--- src/rtl/tone_mixer.sv ---
// tone_mixer
//   Multi-channel square-wave tone generator with per-channel millisecond
//   duration timers and a first-order sigma-delta mixer that drives the
//   differential speaker pins. Software programs raw half-period divisors.
//
// Ports
//   raw_clk       clock
//   reset         synchronous, active-high
//   enable        block selected for read
//   address[5:0]  register address
//   data_in[7:0]  write data
//   write_enable  write strobe, one cycle per byte
//   data_out[7:0] registered read data
//   channel_out   raw per-channel square waves
//   busy          OR of all channel active bits
//   speaker_p     mixed PDM output
//   speaker_m     complement of speaker_p while sounding
//
// Register map
//   4c+0 div[7:0]   4c+1 div[DIV_WIDTH-1:8]
//   4c+2 dur[7:0]   4c+3 dur[DUR_WIDTH-1:8]   (reads return remaining)
//   0x20 W start mask, 0x21 W stop mask, 0x22 R active mask,
//   0x23 RW bit0 master_en
//
// Bus handshake: a write is taken on any raw_clk edge with write_enable=1
// and its effect is visible the following cycle. A read is taken on an edge
// with enable=1 and write_enable=0; data_out carries the result from that
// edge on and holds its value until the next read.
module tone_mixer #(
    parameter int CHANNELS  = 4,
    parameter int DIV_WIDTH = 16,
    parameter int DUR_WIDTH = 16,
    parameter int TICK_DIV  = 12000
) (
    input  logic                raw_clk,
    input  logic                reset,
    input  logic                enable,
    input  logic [5:0]          address,
    input  logic [7:0]          data_in,
    input  logic                write_enable,
    output logic [7:0]          data_out,
    output logic [CHANNELS-1:0] channel_out,
    output logic                busy,
    output logic                speaker_p,
    output logic                speaker_m
);

    localparam int TW    = (TICK_DIV > 1) ? $clog2(TICK_DIV) : 1;
    // acc + sum never exceeds 2*CHANNELS-1 = 15 for CHANNELS <= 8
    localparam int ACC_W = 5;
    localparam logic [ACC_W-1:0] CH_ACC   = ACC_W'(CHANNELS);
    localparam logic [TW-1:0]    TICK_TOP = TW'(TICK_DIV - 1);

    logic [DIV_WIDTH-1:0] div_q     [CHANNELS];
    logic [DUR_WIDTH-1:0] dur_q     [CHANNELS];
    logic [DUR_WIDTH-1:0] remaining [CHANNELS];
    logic [DIV_WIDTH-1:0] phase     [CHANNELS];
    logic [CHANNELS-1:0]  active;
    logic                 master_en;

    logic [TW-1:0]        tick_cnt;
    logic                 tick;

    logic [ACC_W-1:0]     acc;
    logic [ACC_W-1:0]     acc_n;
    logic [ACC_W-1:0]     sum;
    logic                 pdm;

    logic                 ch_wr;
    logic                 start_wr;
    logic                 stop_wr;
    logic                 ctrl_wr;
    logic [7:0]           rd_data;
    logic [15:0]          div_ext;
    logic [15:0]          rem_ext;

    assign ch_wr    = write_enable && !address[5];
    assign start_wr = write_enable && (address == 6'h20);
    assign stop_wr  = write_enable && (address == 6'h21);
    assign ctrl_wr  = write_enable && (address == 6'h23);

    assign busy = |active;

    // ---------------------------------------------------------------
    // Free-running duration tick
    // ---------------------------------------------------------------
    assign tick = (tick_cnt == TICK_TOP);

    always_ff @(posedge raw_clk) begin
        if (reset) begin
            tick_cnt <= '0;
        end else if (tick) begin
            tick_cnt <= '0;
        end else begin
            tick_cnt <= tick_cnt + 1'b1;
        end
    end

    // ---------------------------------------------------------------
    // Control register
    // ---------------------------------------------------------------
    always_ff @(posedge raw_clk) begin
        if (reset) begin
            master_en <= 1'b0;
        end else if (ctrl_wr) begin
            master_en <= data_in[0];
        end
    end

    // ---------------------------------------------------------------
    // Channel registers, phase counters and duration timers
    // ---------------------------------------------------------------
    always_ff @(posedge raw_clk) begin
        if (reset) begin
            for (int c = 0; c < CHANNELS; c++) begin
                div_q[c]       <= '0;
                dur_q[c]       <= '0;
                remaining[c]   <= '0;
                phase[c]       <= '0;
                active[c]      <= 1'b0;
                channel_out[c] <= 1'b0;
            end
        end else begin
            for (int c = 0; c < CHANNELS; c++) begin
                if (ch_wr && (address[4:2] == 3'(c))) begin
                    case (address[1:0])
                        2'd0: div_q[c][7:0]           <= data_in;
                        2'd1: div_q[c][DIV_WIDTH-1:8] <= data_in[DIV_WIDTH-9:0];
                        2'd2: dur_q[c][7:0]           <= data_in;
                        default: dur_q[c][DUR_WIDTH-1:8] <= data_in[DUR_WIDTH-9:0];
                    endcase
                end

                // Start has priority over stop and over an expiry in the
                // same cycle.
                if (start_wr && data_in[c]) begin
                    active[c]      <= 1'b1;
                    phase[c]       <= '0;
                    channel_out[c] <= 1'b0;
                    remaining[c]   <= dur_q[c];
                end else if (stop_wr && data_in[c]) begin
                    active[c]      <= 1'b0;
                    phase[c]       <= '0;
                    channel_out[c] <= 1'b0;
                end else if (active[c]) begin
                    if (tick && (remaining[c] == DUR_WIDTH'(1))) begin
                        // Last tick of the note: behaves exactly like stop.
                        active[c]      <= 1'b0;
                        phase[c]       <= '0;
                        channel_out[c] <= 1'b0;
                        remaining[c]   <= '0;
                    end else begin
                        // remaining == 0 means "play until stopped".
                        if (tick && (remaining[c] != '0)) begin
                            remaining[c] <= remaining[c] - 1'b1;
                        end
                        // >= rather than == so a divisor lowered below the
                        // current count wraps immediately.
                        if (phase[c] >= div_q[c]) begin
                            phase[c]       <= '0;
                            channel_out[c] <= ~channel_out[c];
                        end else begin
                            phase[c] <= phase[c] + 1'b1;
                        end
                    end
                end
            end
        end
    end

    // ---------------------------------------------------------------
    // First-order sigma-delta mixer
    // ---------------------------------------------------------------
    always_comb begin
        sum = '0;
        for (int c = 0; c < CHANNELS; c++) begin
            sum = sum + ACC_W'(channel_out[c]);
        end
        acc_n = acc + sum;
        pdm   = (acc_n >= CH_ACC);
    end

    always_ff @(posedge raw_clk) begin
        if (reset) begin
            acc       <= '0;
            speaker_p <= 1'b0;
            speaker_m <= 1'b0;
        end else if (master_en && busy) begin
            speaker_p <= pdm;
            speaker_m <= ~pdm;
            acc       <= pdm ? (acc_n - CH_ACC) : acc_n;
        end else begin
            acc       <= '0;
            speaker_p <= 1'b0;
            speaker_m <= 1'b0;
        end
    end

    // ---------------------------------------------------------------
    // Read mux and registered read data
    // ---------------------------------------------------------------
    always_comb begin
        rd_data = '0;
        div_ext = '0;
        rem_ext = '0;
        if (!address[5]) begin
            for (int c = 0; c < CHANNELS; c++) begin
                if (address[4:2] == 3'(c)) begin
                    div_ext[DIV_WIDTH-1:0] = div_q[c];
                    rem_ext[DUR_WIDTH-1:0] = remaining[c];
                end
            end
            case (address[1:0])
                2'd0:    rd_data = div_ext[7:0];
                2'd1:    rd_data = div_ext[15:8];
                2'd2:    rd_data = rem_ext[7:0];
                default: rd_data = rem_ext[15:8];
            endcase
        end else if (address == 6'h22) begin
            rd_data[CHANNELS-1:0] = active;
        end else if (address == 6'h23) begin
            rd_data[0] = master_en;
        end
    end

    always_ff @(posedge raw_clk) begin
        if (reset) begin
            data_out <= '0;
        end else if (enable && !write_enable) begin
            data_out <= rd_data;
        end
    end

endmodule

--- config.mk ---
export PLATFORM = sky130hd
export DESIGN_NAME = tone_mixer
export DESIGN_NICKNAME = d
export VERILOG_FILES = /design/src/rtl/tone_mixer.sv
export SDC_FILE = /design/constraint.sdc
export NUM_CORES = 1
export LEC_CHECK = 0
export CORE_ASPECT_RATIO = 2
export CORE_MARGIN = 2
export CORE_UTILIZATION = 63
export DETAILED_ROUTE_END_ITERATION = 10
export PLACE_DENSITY = 0.81
export REMOVE_ABC_BUFFERS = 1
export SLEW_MARGIN = 20
export SYNTH_ARGS = -nofsm -noshare
export SYNTH_HDL_FRONTEND = slang
export SYNTH_SLANG_ARGS = --single-unit
--- constraint.sdc ---
create_clock -name raw_clk -period 3.8 [get_ports raw_clk]
set_clock_uncertainty 0.1 [all_clocks]
set_input_delay 0.76 -clock raw_clk [delete_from_list [all_inputs] [get_ports raw_clk]]
set_output_delay 0.76 -clock raw_clk [all_outputs]
set_load 0.02 [all_outputs]
==> run_results.csv <==
group,metric,value,unit
power,power_leakage,6.909,nW
drt,ant_nets,0,
clock_tree,cts_sinks,294,
die,io_pins,33,
drt,route.detailed.drc,0,
die,dieHeight,234.4,µm
clock_tree,cts_hold_buf,0,
global_routing,grt_pass1_wl,68800,µm
finish,synthToLayoutAreaGrowth,10.85,%
critical_path,worstPathArrival,2.20,ns
critical_path,cp_data_required_time,2.94,ns
timing,hold_violations,0,
global_routing,grt-ovfl-total,0,
drt,wl_per_cell,22.30,µm
die,initial_utilization,63.89,%
die,die_x,119.2,µm
synthesis,yosys-top-cells-area,"edfxtp_1, ha_1, and2_1",
finish,nNetsFinal,1759,
place,hpwlAfterDp,33430,µm
global_routing,grt_max_degree,53,
place,port-buffer-count,32,
timing,finalCritPeriodShare,80.46,%
critical_path,worstSetupStartpointType,"flop",
global_routing,grt_pass1_vias,12442,
clock_tree,cts_resized,0,
drt,wirelength,45100,µm
timing,finalSetupTns,0,ns
timing,period_needed,3.057,ns
status,outcome,"completed",
clock_tree,htreeDepth,1,
die,rows,84,
clock_tree,clk_latency,0.56,ns
global_routing,antenna_found_initial,1,
clock_tree,clk_pin_slew,0.07,ns
die,core,26170,µm²
synthesis,synth-main-ff-cell,"edfxtp_1",
synthesis,synth_edf_count,256,
synthesis,synth-seq-cells,294,
clock_tree,numCtsBuffers,27,
critical_path,cpPeakStageDelay,0.64,ns
drt,viasPerCell,6.197,
global_routing,grt_use_total,32.63,%
power,power_density,383.8,nW/µm²
timing,setup_viol,0,
critical_path,cp_max_fo,9,
timing,hold_slack,0.3778,ns
finish,final_common_cell,"edfxtp_1",
critical_path,cp_slowest_cell,"or4_1",
place,gp_congestion,1.005,
synthesis,yosysSeqAreaShare,50.52,%
die,die_area,27940,µm²
synthesis,post-synth-top-area-fraction,45.97,%
drt,first_iter_violations,1116,
clock_tree,cts_tree,"done",
drt,firstDrtPassIters,6,
finish,num_antenna_cells,0,
finish,drive_above_1_share,10.25,%
finish,layout_common_cells,"edfxtp_1, nor2_1, nand2_1, and2_1, o21ai_0",
critical_path,worst-setup-path-type,"flop to output pin",
timing,maxSlewHeadroom,24.85,%
timing,max_freq,0.3271,GHz
synthesis,yosysUniqueCellTypes,84,
critical_path,end_kind,"output pin",
timing,tightest_slew,1.124,ns
timing,final_max_slew_viol_count,0,
timing,rsz0062_at_grt,"no",
synthesis,synthCells,1594,
synthesis,synthesis.area,16720,µm²
synthesis,yosysWarnings,0,
synthesis,yosysTopAreaCell,"edfxtp_1",
worst_hold_path,hold_path_class,"flop to flop",
critical_path,worstPathCellList,"or4_1 -> clkdlybuf4s50_1",
synthesis,async_flop_share,0,%
power,ir_worst_vdd,452.9,µV
job,maxCapViolCount,0,
finish,fillers,1889,
clock_tree,cts_setup_buffers,0,
synthesis,syn_avg_cell_area,10.49,µm²
clock_tree,cts.path.max_buffers,3,
clock_tree,cts-root-buf,"clkbuf_16",
drt,vias,12531,
flip-flops by register name, indices dropped and copies added (netlist names):
| name | cells |
|---|---|
| data_out | 8 |
| speaker_p | 1 |
| remaining | 64 |
| channel_out | 4 |
| dur_q | 64 |
| acc | 5 |
| speaker_m | 1 |
| master_en | 1 |
| tick_cnt | 14 |
| div_q | 64 |
| phase | 64 |
| active | 4 |
routing by layer:
| metal | vias up | GRT usage (%) | wire [µm] |
|---|---|---|---|
| li1 | 5801 | - | - |
| met1 | 5989 | 33.74 | 14610 |
| met2 | 561 | 60.47 | 23860 |
| met3 | 180 | 4.183 | 2937 |
| met4 | 0 | 22.73 | 3693 |
| met5 | - | 0 | 0 |
cell type report:
cell class / count / area, µm² / area share [%]
tap: 344 / 430.4 / 2.322
clock inverter: 20 / 203.9 / 1.100
sequential: 294 / 8448 / 45.58
timing repair buffer: 94 / 805.8 / 4.347
multi-input combinational: 1140 / 7585 / 40.92
clock buffer: 29 / 683.2 / 3.686
inverter: 101 / 379.1 / 2.045
cell families (layout without fill, tap and decap cells):
logic type      after synthesis  after routing  synth area share (%)
fa+ha+maj                    83             83                 6.345
xor+xnor                    128            128                 6.705
simple gates                662            662                 21.12
buf+inv                     160            244                 4.115
flops                       294            294                 50.52
compound gates              246            246                 9.339
mux                          21             21                 1.856
worst max-delay path: cells and delay by family (launching register included):
kind,cells,cell delay (ns)
buffers and inverters,1,0.58
and+or+nand+nor,1,0.64
DFF,1,0.42
cells in the mapped netlist (19+ instances only):
cell type	instances
a21oi_1	41
and2_1	138
and3_1	19
clkbuf_1	29
dfxtp_1	38
edfxtp_1	256
ha_1	80
inv_1	101
nand2_1	145
nand3_1	45
nand4_1	28
nor2_1	149
nor3_1	36
o21ai_0	104
xnor2_1	65
xor2_1	63
through the flow:
stage / utilization, % / cells / power [mW] / setup WS, ns / area (µm²)
6_report: 70.83 / 2022 / 7.114 / 0.7426 / 18540
5_1_grt: 70.83 / 2022 / 7.302 / 0.6952 / 18540
4_1_cts: 70.83 / 2022 / 7.113 / 0.7341 / 18540
3_5_place_dp: 67.44 / 1973 / 4.394 / 0.4051 / 17650
3_3_place_gp: 67.44 / 1973 / 4.372 / 0.4364 / 17650
2_1_floorplan: - / 1535 / 4.094 / 0.7432 / 16410
final timing paths:
check,from,cells after the start,slack (ns),to
max,active[2],2,0.74,busy
min,tick_cnt[0],1,0.38,tick_cnt[0]
max reg2reg,channel_out[0],11,0.87,acc[3]
min reg2reg,tick_cnt[0],1,0.38,tick_cnt[0]
report_power, final:
group	internal, mW	switching [mW]	total (mW)	leakage [nW]
clock	1.52	1.25	2.77	0.424
sequential	3.63	0.121	3.75	2.87
combinational	0.222	0.371	0.593	3.61
total	5.37	1.75	7.11	6.91
Note: power is estimated with default switching activity, not from simulation.
